[config.mk]
export PLATFORM = sky130hd
export DESIGN_NAME = bus_timer
export DESIGN_NICKNAME = d
export VERILOG_FILES = /design/src/rtl/bus_timer_pkg.sv /design/src/rtl/timer_prescaler.sv /design/src/rtl/bus_timer.sv
export SDC_FILE = /design/constraint.sdc
export NUM_CORES = 1
export LEC_CHECK = 0
export CAP_MARGIN = 10
export CORE_MARGIN = 8
export CORE_UTILIZATION = 45
export DETAILED_ROUTE_END_ITERATION = 10
export PLACE_DENSITY = 0.71
export SLEW_MARGIN = 20
export SYNTH_ARGS = -nofsm -noshare
export SYNTH_HDL_FRONTEND = slang
export SYNTH_HIERARCHICAL = 1
export SYNTH_SLANG_ARGS = --single-unit
[constraint.sdc]
create_clock -name clk -period 3.5 [get_ports clk]
set_clock_uncertainty 0.15 [all_clocks]
set_input_delay 0.525 -clock clk [delete_from_list [all_inputs] [get_ports clk]]
set_output_delay 0.525 -clock clk [all_outputs]
set_load 0.005 [all_outputs]
[src/rtl/bus_timer_pkg.sv]
// bus_timer shared constants: register offsets, CTRL bit positions,
// reset values and the CTRL readback packer.
package bus_timer_pkg;

    localparam logic [1:0] OFF_CTRL     = 2'd0;
    localparam logic [1:0] OFF_PRESCALE = 2'd1;
    localparam logic [1:0] OFF_COUNT    = 2'd2;
    localparam logic [1:0] OFF_COMPARE  = 2'd3;

    localparam int CTRL_EN    = 0;
    localparam int CTRL_AR    = 1;
    localparam int CTRL_IE    = 2;
    localparam int CTRL_MATCH = 8;

    localparam logic [31:0] COMPARE_RST = 32'hFFFF_FFFF;

    function automatic logic [31:0] ctrl_word(
        input logic en,
        input logic ar,
        input logic ie,
        input logic match
    );
        logic [31:0] w;
        w             = '0;
        w[CTRL_EN]    = en;
        w[CTRL_AR]    = ar;
        w[CTRL_IE]    = ie;
        w[CTRL_MATCH] = match;
        return w;
    endfunction

endpackage

[src/rtl/timer_prescaler.sv]
// Clock prescaler: one-cycle tick every (presc+1) enabled cycles.
// load restarts the divider from zero.
module timer_prescaler #(
    parameter int PRESC_W = 16
) (
    input  logic               clk,
    input  logic               rst,
    input  logic               en,
    input  logic               load,
    input  logic [PRESC_W-1:0] presc,
    output logic               tick
);

    logic [PRESC_W-1:0] pcnt_q;
    logic [PRESC_W-1:0] pcnt_d;

    assign tick = en && (pcnt_q == presc);

    always_comb begin
        pcnt_d = pcnt_q;
        if (load) begin
            pcnt_d = '0;
        end else if (tick) begin
            pcnt_d = '0;
        end else if (en) begin
            pcnt_d = pcnt_q + 1'b1;
        end
    end

    always_ff @(posedge clk or posedge rst) begin
        if (rst) begin
            pcnt_q <= '0;
        end else begin
            pcnt_q <= pcnt_d;
        end
    end

endmodule

[src/rtl/bus_timer.sv]
// Memory-mapped timer/counter on the external CPU data bus:
// decode, registers, zero-latency read mux, compare and level irq.
module bus_timer
    import bus_timer_pkg::*;
#(
    parameter logic [31:0] BASE_ADDR = 32'h0000_2000,
    parameter int          PRESC_W   = 16
) (
    input  logic        clk,
    input  logic        rst,
    input  logic [31:0] addr,
    input  logic        cs,
    input  logic        wr_rd,
    input  logic [31:0] data_bus_write,
    output logic [31:0] data_bus_read,
    output logic        irq
);

    logic               hit;
    logic [1:0]         off;
    logic               wr_ctrl;
    logic               wr_presc;
    logic               wr_count;
    logic               wr_cmp;
    logic               tick;
    logic               cmp_hit;
    logic               unused_addr;

    logic               en_q, en_d;
    logic               ar_q, ar_d;
    logic               ie_q, ie_d;
    logic               match_q, match_d;
    logic               irq_q, irq_d;
    logic [PRESC_W-1:0] presc_q, presc_d;
    logic [31:0]        count_q, count_d;
    logic [31:0]        cmp_q, cmp_d;

    assign hit         = cs && (addr[31:4] == BASE_ADDR[31:4]);
    assign off         = addr[3:2];
    assign unused_addr = ^addr[1:0];

    assign wr_ctrl  = hit && wr_rd && (off == OFF_CTRL);
    assign wr_presc = hit && wr_rd && (off == OFF_PRESCALE);
    assign wr_count = hit && wr_rd && (off == OFF_COUNT);
    assign wr_cmp   = hit && wr_rd && (off == OFF_COMPARE);

    timer_prescaler #(
        .PRESC_W(PRESC_W)
    ) u_presc (
        .clk  (clk),
        .rst  (rst),
        .en   (en_q),
        .load (wr_presc),
        .presc(presc_q),
        .tick (tick)
    );

    assign cmp_hit = tick && (count_q == cmp_q);

    always_comb begin
        en_d    = en_q;
        ar_d    = ar_q;
        ie_d    = ie_q;
        presc_d = presc_q;
        cmp_d   = cmp_q;
        count_d = count_q;
        if (wr_ctrl) begin
            en_d = data_bus_write[CTRL_EN];
            ar_d = data_bus_write[CTRL_AR];
            ie_d = data_bus_write[CTRL_IE];
        end
        if (wr_presc) begin
            presc_d = data_bus_write[PRESC_W-1:0];
        end
        if (wr_cmp) begin
            cmp_d = data_bus_write;
        end
        // A CPU write to COUNT overrides the tick update in the same cycle
        if (wr_count) begin
            count_d = data_bus_write;
        end else if (tick) begin
            count_d = (cmp_hit && ar_q) ? 32'd0 : count_q + 32'd1;
        end
        match_d = (match_q && !(wr_ctrl && data_bus_write[CTRL_MATCH]))
                  || cmp_hit;
        irq_d   = match_d && ie_d;
    end

    always_ff @(posedge clk or posedge rst) begin
        if (rst) begin
            en_q    <= 1'b0;
            ar_q    <= 1'b0;
            ie_q    <= 1'b0;
            match_q <= 1'b0;
            irq_q   <= 1'b0;
            presc_q <= '0;
            count_q <= '0;
            cmp_q   <= COMPARE_RST;
        end else begin
            en_q    <= en_d;
            ar_q    <= ar_d;
            ie_q    <= ie_d;
            match_q <= match_d;
            irq_q   <= irq_d;
            presc_q <= presc_d;
            count_q <= count_d;
            cmp_q   <= cmp_d;
        end
    end

    always_comb begin
        data_bus_read = '0;
        if (hit && !wr_rd) begin
            case (off)
                OFF_CTRL:     data_bus_read = ctrl_word(en_q, ar_q, ie_q, match_q);
                OFF_PRESCALE: data_bus_read = 32'(presc_q);
                OFF_COUNT:    data_bus_read = count_q;
                default:      data_bus_read = cmp_q;
            endcase
        end
    end

    assign irq = irq_q;

endmodule
---- Word-level counts from Yosys, hierarchy flattened ----
Index checks and enable logic that the tools add are counted.
cells by class
  equality and inequality tests ........... 6
  add/sub/neg operators ................... 2
  mux-type cells .......................... 9
  reduce and logical (&&, ||, !) cells .... 19
operators with widths
  cell                   count
  $mux 32                4
  $pmux 32 s3            1
  $mux 16                3
  $add 32x1->32 const B  1
  $eq 32x32->1           1
  $eq 28x10->1 const B   1
  $add 16x1->16 const B  1
  $eq 16x16->1           1
  $logic_and 1x1->1      13
  $eq 2x2->1 const B     2
  $reduce_bool 3->1      1
  $eq 2x1->1 const B     1
  $logic_not 1->1        2
  $logic_not 2->1        1
  $reduce_bool 2->1      1
  $logic_or 1x1->1       1
  $mux 1                 1
storage, ports and cells
  input port bits ......................... 68
  register bits after elaboration ......... 101
  logic and storage cells ................. 45

---- Logic depth before layout (Yosys ltp) ----
Gate-level depths: netlist of run 1.
  depth in word-level cells ............... 9
  depth in mapped cells ................... 14

---- Hierarchy ----
The synthesis of run 1 kept the hierarchy.
by module, submodules not included
  module           times used  cells an instance  area each (um^2)
  bus_timer        1           545                5245.0
  timer_prescaler  1           111                1166.1

---- Least setup slack after synthesis of run 1 ----
OpenSTA, ideal clock, no wires.
  path kind ............................... register to register
  from .................................... register u_presc.pcnt_q[5]
  to ...................................... register count_q[17]
  clock period less this slack ............ 3.297 ns
  data required time ...................... 3.213 ns
  setup slack ............................. 0.203 ns
  setup time .............................. 0.137 ns
  stages on the path, launching flop included .. 15
  data arrival time ....................... 3.011 ns
  path through ............................ dfrtp_1 buf_6 xnor2_2 nand4_1 nor4_4 buf_6 and2_1 inv_1 a211oi_1 nand4_1 nor4_4 nor2_2 buf_2 a221oi_2 a21oi_1
between the ends
  cells in the longest elaborated chain, start to end .. 7
ends and longest elaborated chain
  item                    RTL line               text
  from (decl)             timer_prescaler.sv:14  logic [PRESC_W-1:0] pcnt_q;
  from (signal assigned)  timer_prescaler.sv:34  pcnt_q <= pcnt_d;
  $eq 16x16->1 (*)        timer_prescaler.sv:17  assign tick = en && (pcnt_q == presc);
  $logic_and 1x1->1 (*)   timer_prescaler.sv:17
  net tick                bus_timer.sv:25        logic tick;
  $logic_and 1x1->1       bus_timer.sv:58        assign cmp_hit = tick && (count_q == cmp_q);
  $logic_and 1x1->1       bus_timer.sv:82        count_d = (cmp_hit && ar_q) ? 32'd0 : count_q + 32'd1;
  $mux 32                 bus_timer.sv:82
  $mux 32                 bus_timer.sv:81        end else if (tick) begin
  $mux 32                 bus_timer.sv:79        if (wr_count) begin
  to (signal assigned)    bus_timer.sv:106       count_q <= count_d;
  to (decl)               bus_timer.sv:35        logic [31:0] count_q, count_d;
The timed path passes the listed nets; every way through them passes the cells marked *. The select of a mux whose other input is x is not followed.
A chain may end at the register's enable or synchronous reset.

---- Final worst setup path of run 1 ----
  from .................................... register u_presc.pcnt_q[9]
  to ...................................... register count_q[17]
The elaborated chain is that of the path after synthesis.

==> results of run 1 <==
==> registers in the layout, indices dropped and copies added, names as in the netlist <==
name	cells
count_q	32
ar_q	1
cmp_q	32
en_q	1
irq	1
ie_q	1
match_q	1
u_presc/pcnt_q	16
presc_q	16
==> metal layers <==
metal | global-route usage (%) | wire (um) | vias to the layer above
met5 | 0 | 0 | -
met4 | 4.94 | 225 | 0
met3 | 5.01 | 1190 | 17
met2 | 32.9 | 8740 | 191
met1 | 25.6 | 7920 | 2675
li1 | - | - | 2560
==> worst max-delay path: cells and delay by family (launching register included) <==
kind            cells  cell delay (ps)
compound gates      3              610
flops               1              490
buf+inv             1               70
xor+xnor            1              210
simple gates        6             1670
==> synthesized netlist by cell type, types with 5 or more instances <==
cell      instances
a31oi_1          17
mux2i_1          18
or3_1             6
a22oi_1          17
nand4_1          14
buf_2             5
nor3_1           11
dfrtp_1          69
and3_1            7
dfstp_2          32
xnor2_1          27
buf_1             5
nand2_1          41
o21ai_0          18
xor2_1           28
a211oi_1          9
nor2_1           74
a21oi_1          20
nand3b_1         11
clkbuf_1         29
o22ai_1           5
nand3_1          19
nor2b_1           8
nor4_1           12
inv_1            18
mux2_2           64
or2_2             5
==> metrics by stage <==
stage	instance area, um2	setup TNS (ps)	util, %
floorplan	6410	0	-
global placement	7660	0	55.2
detailed placement	7660	0	55.2
CTS	7990	0	57.6
global route	8010	-20.8	57.7
finish	8010	0	57.7
==> cell families after synthesis <==
group | count (synthesis)
xor gates and xnor gates | 56
adders and majority gates | 2
AOI/OAI and AO/OA | 114
and+or+nand+nor | 235
buffers and inverters | 62
DFF | 101
muxes | 86
==> worst paths after layout <==
check,startpoint,end,cells past startpoint
setup reg to reg,u_presc/pcnt_q[9],count_q[17],11
setup / recovery,u_presc/pcnt_q[9],count_q[17],11
max in group asynchronous,rst,u_presc/pcnt_q[5],2
min in group asynchronous,rst,presc_q[15],3
hold reg to reg,match_q,match_q,1
hold / removal,match_q,match_q,1
==> power by group <==
| group | total (mW) | internal (mW) | switching [mW] |
|---|---|---|---|
| clock network | 1.12 | 0.667 | 0.452 |
| logic | 0.159 | 0.0881 | 0.0708 |
| registers | 1.17 | 1.17 | 0.0000000524 |
==> repair_timing <==
item	4_1_cts	5_1_grt
hold endpoints to repair	0	0
endpoints found under the setup margin	0	16
gates resized for setup	0	2
setup buffers	0	2
==> cell type report <==
cell class	count	area, um2	share of cell area [%]
multi-input cells	493	3590	44.7
inverters	18	68.8	0.859
repair buffers	127	1230	15.4
clock buffers	11	253	3.15
clock inverters	5	81.3	1.01
well taps	180	225	2.81
flip-flops and latches	101	2570	32.1
==> metrics, run 1 <==
status completed; Final Max Slew Viols 0; r2r setup slk 170 ps; Yosys reg bits 101; area of the die 0.0183 mm2; GRT Util Overall 19.9%; critical path class flip-flop to flip-flop; commonest non-fill, non-tap cell in the layout clkdlybuf4s50_1; Clock Tree Buf Depth 2; GRT overflow 0; synth warn 6; Worst path slowest cell dfrtp_1; Syn Std Cell Area 0.00641 mm2; Top FF cell, synth dfrtp_1; CTS buffer count 9; root buffer cell clkbuf_16; Post-Synth XOR/XNOR Area 7.77%; hold_ws 385 ps; post-synth top area share 26.9%; Total Power 2.45 mW; crit-path cells xnor2_1 > nand4_1 > nor4_4 > and2_1 > inv_1 > a211oi_1 > nand4_1 > nor4_4 > nor2_2 > a221oi_2 > a21oi_1; fmax 0.300 GHz; worst-path maximum fanout 20; Max Cap Viol 0; via count 5443; initial antenna violation count 0; gp weighted congestion 0.890; number of inserted diodes 0; Data required, critical path 3580 ps; Hold Path Class flip-flop to flip-flop; Synth Area in Simple Gates 19.8%; Slew Limit Headroom 32.8%; Seq/Total Area, Yosys 40.0%; Final Hold Viols 0; Rows 43; fin cells 935; Final min period 3330 ps; worst slack, placed 98.9 ps; fraction of registers with async set or reset after synthesis 100%; first-pass GRT wire length 29.1 mm; cell taking the most area after synthesis dfrtp_1; die width 135 um; distinct cell type count after synthesis 63; area grow syn2layout 25.0%; post-cts hold buffer count 0; dpl hpwl 13.3 mm; die height 135 um; DP Cell Count 917; drt drc 0; RSZ-0062 raised after global routing yes; Layout fillers 1191; mux cell area share after synthesis 15.5%; Syn Inst Count 656; Starting Density 46.2%; Reg clk slew, reported paths 70 ps; CP max stage delay 490 ps; WL/cell 19.3 um; htree depth 3; clk sinks 101; Pre-antenna DRT Iters 5; PortBufs 98; Worst Setup End Kind flip-flop; Final WS setup 171 ps; CTS tree done; Final nets 820; Worst-Margin Slew 1010 ps; Post-Synth Adder-Cell Area 0.390%; Leak Pwr 3.28 nW; I/O pins 101; largest family of logic cells by synthesized area simple AND/OR/NAND/NOR gates; Avg Cell Area, Syn 9.77 um2; WP data arrival 3410 ps; largest cells by area after synthesis dfrtp_1, dfstp_2, mux2_2, nor2_1, xor2_1; CORE AREA 0.0139 mm2; VDD IR max 0.259 mV; DRT antenna net count 0; net count after synthesis 726; WL final 18.1 mm; # setup viols final 0; period utilization 95.1%; layout cells sized above 1 23.3%; Post-synth EDFFs 0; DRT iter0 DRCs 402; vias per cell 5.82; most frequent cells in the layout clkdlybuf4s50_1, nor2_1, dfrtp_1; crit start category flip-flop; Compound-Gate Fraction of Synth Area 12.3%; largest net degree at the start of global routing 86; vias in the first global route 5392; Power Dens Cells 305 mW/mm2; worst skew pair latency 360 ps
No activity file was read; power rests on OpenSTA's default activity.
==> run 2, diff against run 1 <==
- REMOVE_ABC_BUFFERS: not set -> 1
==> metrics, run 2 (same netlist as run 1, synthesis figures left out) <==
RSZ-0062 raised after global routing no; Reg clk slew, reported paths 70 ps (about the same); GRT overflow 0 (unchanged); die height 135 um (unchanged); crit start category primary input; worst skew pair latency 360 ps (about the same); CTS buffer count 9 (unchanged); r2r setup slk 240 ps (+70 ps); first-pass GRT wire length 29.8 mm (+2.6%); largest net degree at the start of global routing 59 (-31%); hold path start ie_q; post-cts hold buffer count 0 (unchanged); vias in the first global route 5606 (+4.0%); Slew Limit Headroom 31.6% (-1.2 points); Final Hold Viols 0 (unchanged); FF+latch area 0.00257 mm2 (unchanged); Data required, critical path 2820 ps (-760 ps); layout cells sized above 1 23.0% (-0.34 points); WP data arrival 2620 ps (-790 ps); Clock Tree Buf Depth 2 (unchanged); Hold Path Class flip-flop to flip-flop; WL final 18.6 mm (+2.9%); critical path class primary input to primary output; hold-critical path depth 1 (unchanged); worst slack, placed 198 ps (+99.5 ps); Final nets 818 (-0.24%); # setup viols final 0 (unchanged); dpl hpwl 13.5 mm (+1.9%); Power Dens Cells 303 mW/mm2 (-0.90%); fmax 0.303 GHz (+1.0%); Leak Pwr 3.26 nW (-0.66%); vias per cell 5.84 (+0.25%); htree depth 3 (unchanged); Rows 43 (unchanged); Final Max Slew Viols 0 (unchanged); Layout fillers 1234 (+3.6%); worst reg2reg path startpoint presc_q[2]; via count 5445 (+0.037%); DRT antenna net count 0 (unchanged); WL/cell 19.9 um (+3.1%); DRT iter0 DRCs 277 (-31%); most frequent cells in the layout clkdlybuf4s50_1, nor2_1, dfrtp_1; Multi-input gate area 0.00359 mm2 (+0.17%); gp weighted congestion 0.871 (-2.2%); CORE AREA 0.0139 mm2 (unchanged); Area after DPL 0.00763 mm2 (-0.36%); drt drc 0 (unchanged); Final min period 3300 ps (-33.4 ps); Max Cap Viol 0 (unchanged); root buffer cell clkbuf_16; number of inserted diodes 0 (unchanged); GRT Util Overall 20.5% (+0.54 points); die width 135 um (unchanged); final instance area 0.00797 mm2 (-0.52%); I/O pins 101 (unchanged); Pre-antenna DRT Iters 5 (unchanged); VDD IR max 0.245 mV (-5.3%); clk sinks 101 (unchanged); Worst Setup End Kind primary output; capture point of the worst reg-to-reg path count_q[11]; area of the die 0.0183 mm2 (unchanged); PortBufs 98 (unchanged); Worst-Margin Slew 1020 ps (+17.3 ps); hold endpoint ie_q; initial antenna violation count 0 (unchanged); period utilization 94.2% (-0.95 points); worst-path maximum fanout 16 (-20%); CTS tree done; Final WS setup 205 ps (+33.4 ps); area grow syn2layout 24.4%; Starting Density 46.2% (unchanged); status completed; worst reg-to-reg path cell count 13 (+2); Top Registers cmp_q x32, count_q x32; commonest non-fill, non-tap cell in the layout clkdlybuf4s50_1
==> run 2: what timing repair did <==
action                                  CTS  global route
buffers inserted                          0             2
hold endpoints to repair                  0             0
endpoints found under the setup margin    0             6
gates resized for setup                   0             5
==> run 2: layout make-up <==
cell class / count / share of cell area [%]
clock inverter: 4 / 0.926
clock buffer: 12 / 2.97
multi-input combinational: 493 / 45.1
timing repair buffer: 125 / 15.1
sequential: 101 / 32.2
tap: 180 / 2.82
inverter: 18 / 0.863
==> run 2: how the worst max path moves through the flow <==
| stage | cells after the start | slack [ps] | start | to |
|---|---|---|---|---|
| 2_1_floorplan | 11 | -1080 | u_presc/pcnt_q[5] | count_q[17] |
| 3_3_place_gp | 9 | 260 | addr[20] | data_bus_read[21] |
| 3_5_place_dp | 9 | 200 | addr[24] | u_presc/pcnt_q[15] |
| 4_1_cts | 9 | 200 | addr[24] | data_bus_read[28] |
| 5_1_grt | 13 | 50 | presc_q[2] | count_q[17] |
| 6_report | 9 | 200 | addr[24] | data_bus_read[21] |
==> run 2: critical path, cell delays in order <==
cell and delay, ps:
clkdlybuf4s50_1 410, nor4_1 300, and4_1 260, nand3b_1 120, inv_1 80, nand2_1 50, buf_4 210, nor2_1 140
clkdlybuf4s50_1 520
==> run 2: power by group <==
| part | internal [mW] | switching [mW] |
|---|---|---|
| registers | 1.17 | 0.0000000555 |
| logic | 0.0895 | 0.0710 |
| clock network | 0.629 | 0.454 |
==> run 2: per-layer routing <==
metal  track usage (%)  vias to the layer above  wire length (um)
li1                  -                     2549                 -
met1              24.4                     2698              7530
met2              34.6                      162              9310
met3              5.90                       36              1240
met4              7.03                        0               518
met5                 0                        -                 0
==> run 2: metrics by stage <==
stage          hold WS, ps  TNS, ps  instances  power (mW)  utilization (%)
4_1_cts                388        0        931        2.43             57.2
3_3_place_gp           351        0        915        1.35             55.0
6_report               390        0        933        2.41             57.4
3_5_place_dp           373        0        915        1.35             55.0
5_1_grt                406        0        933        2.48             57.4
2_1_floorplan          289   -31650        612        1.23                -
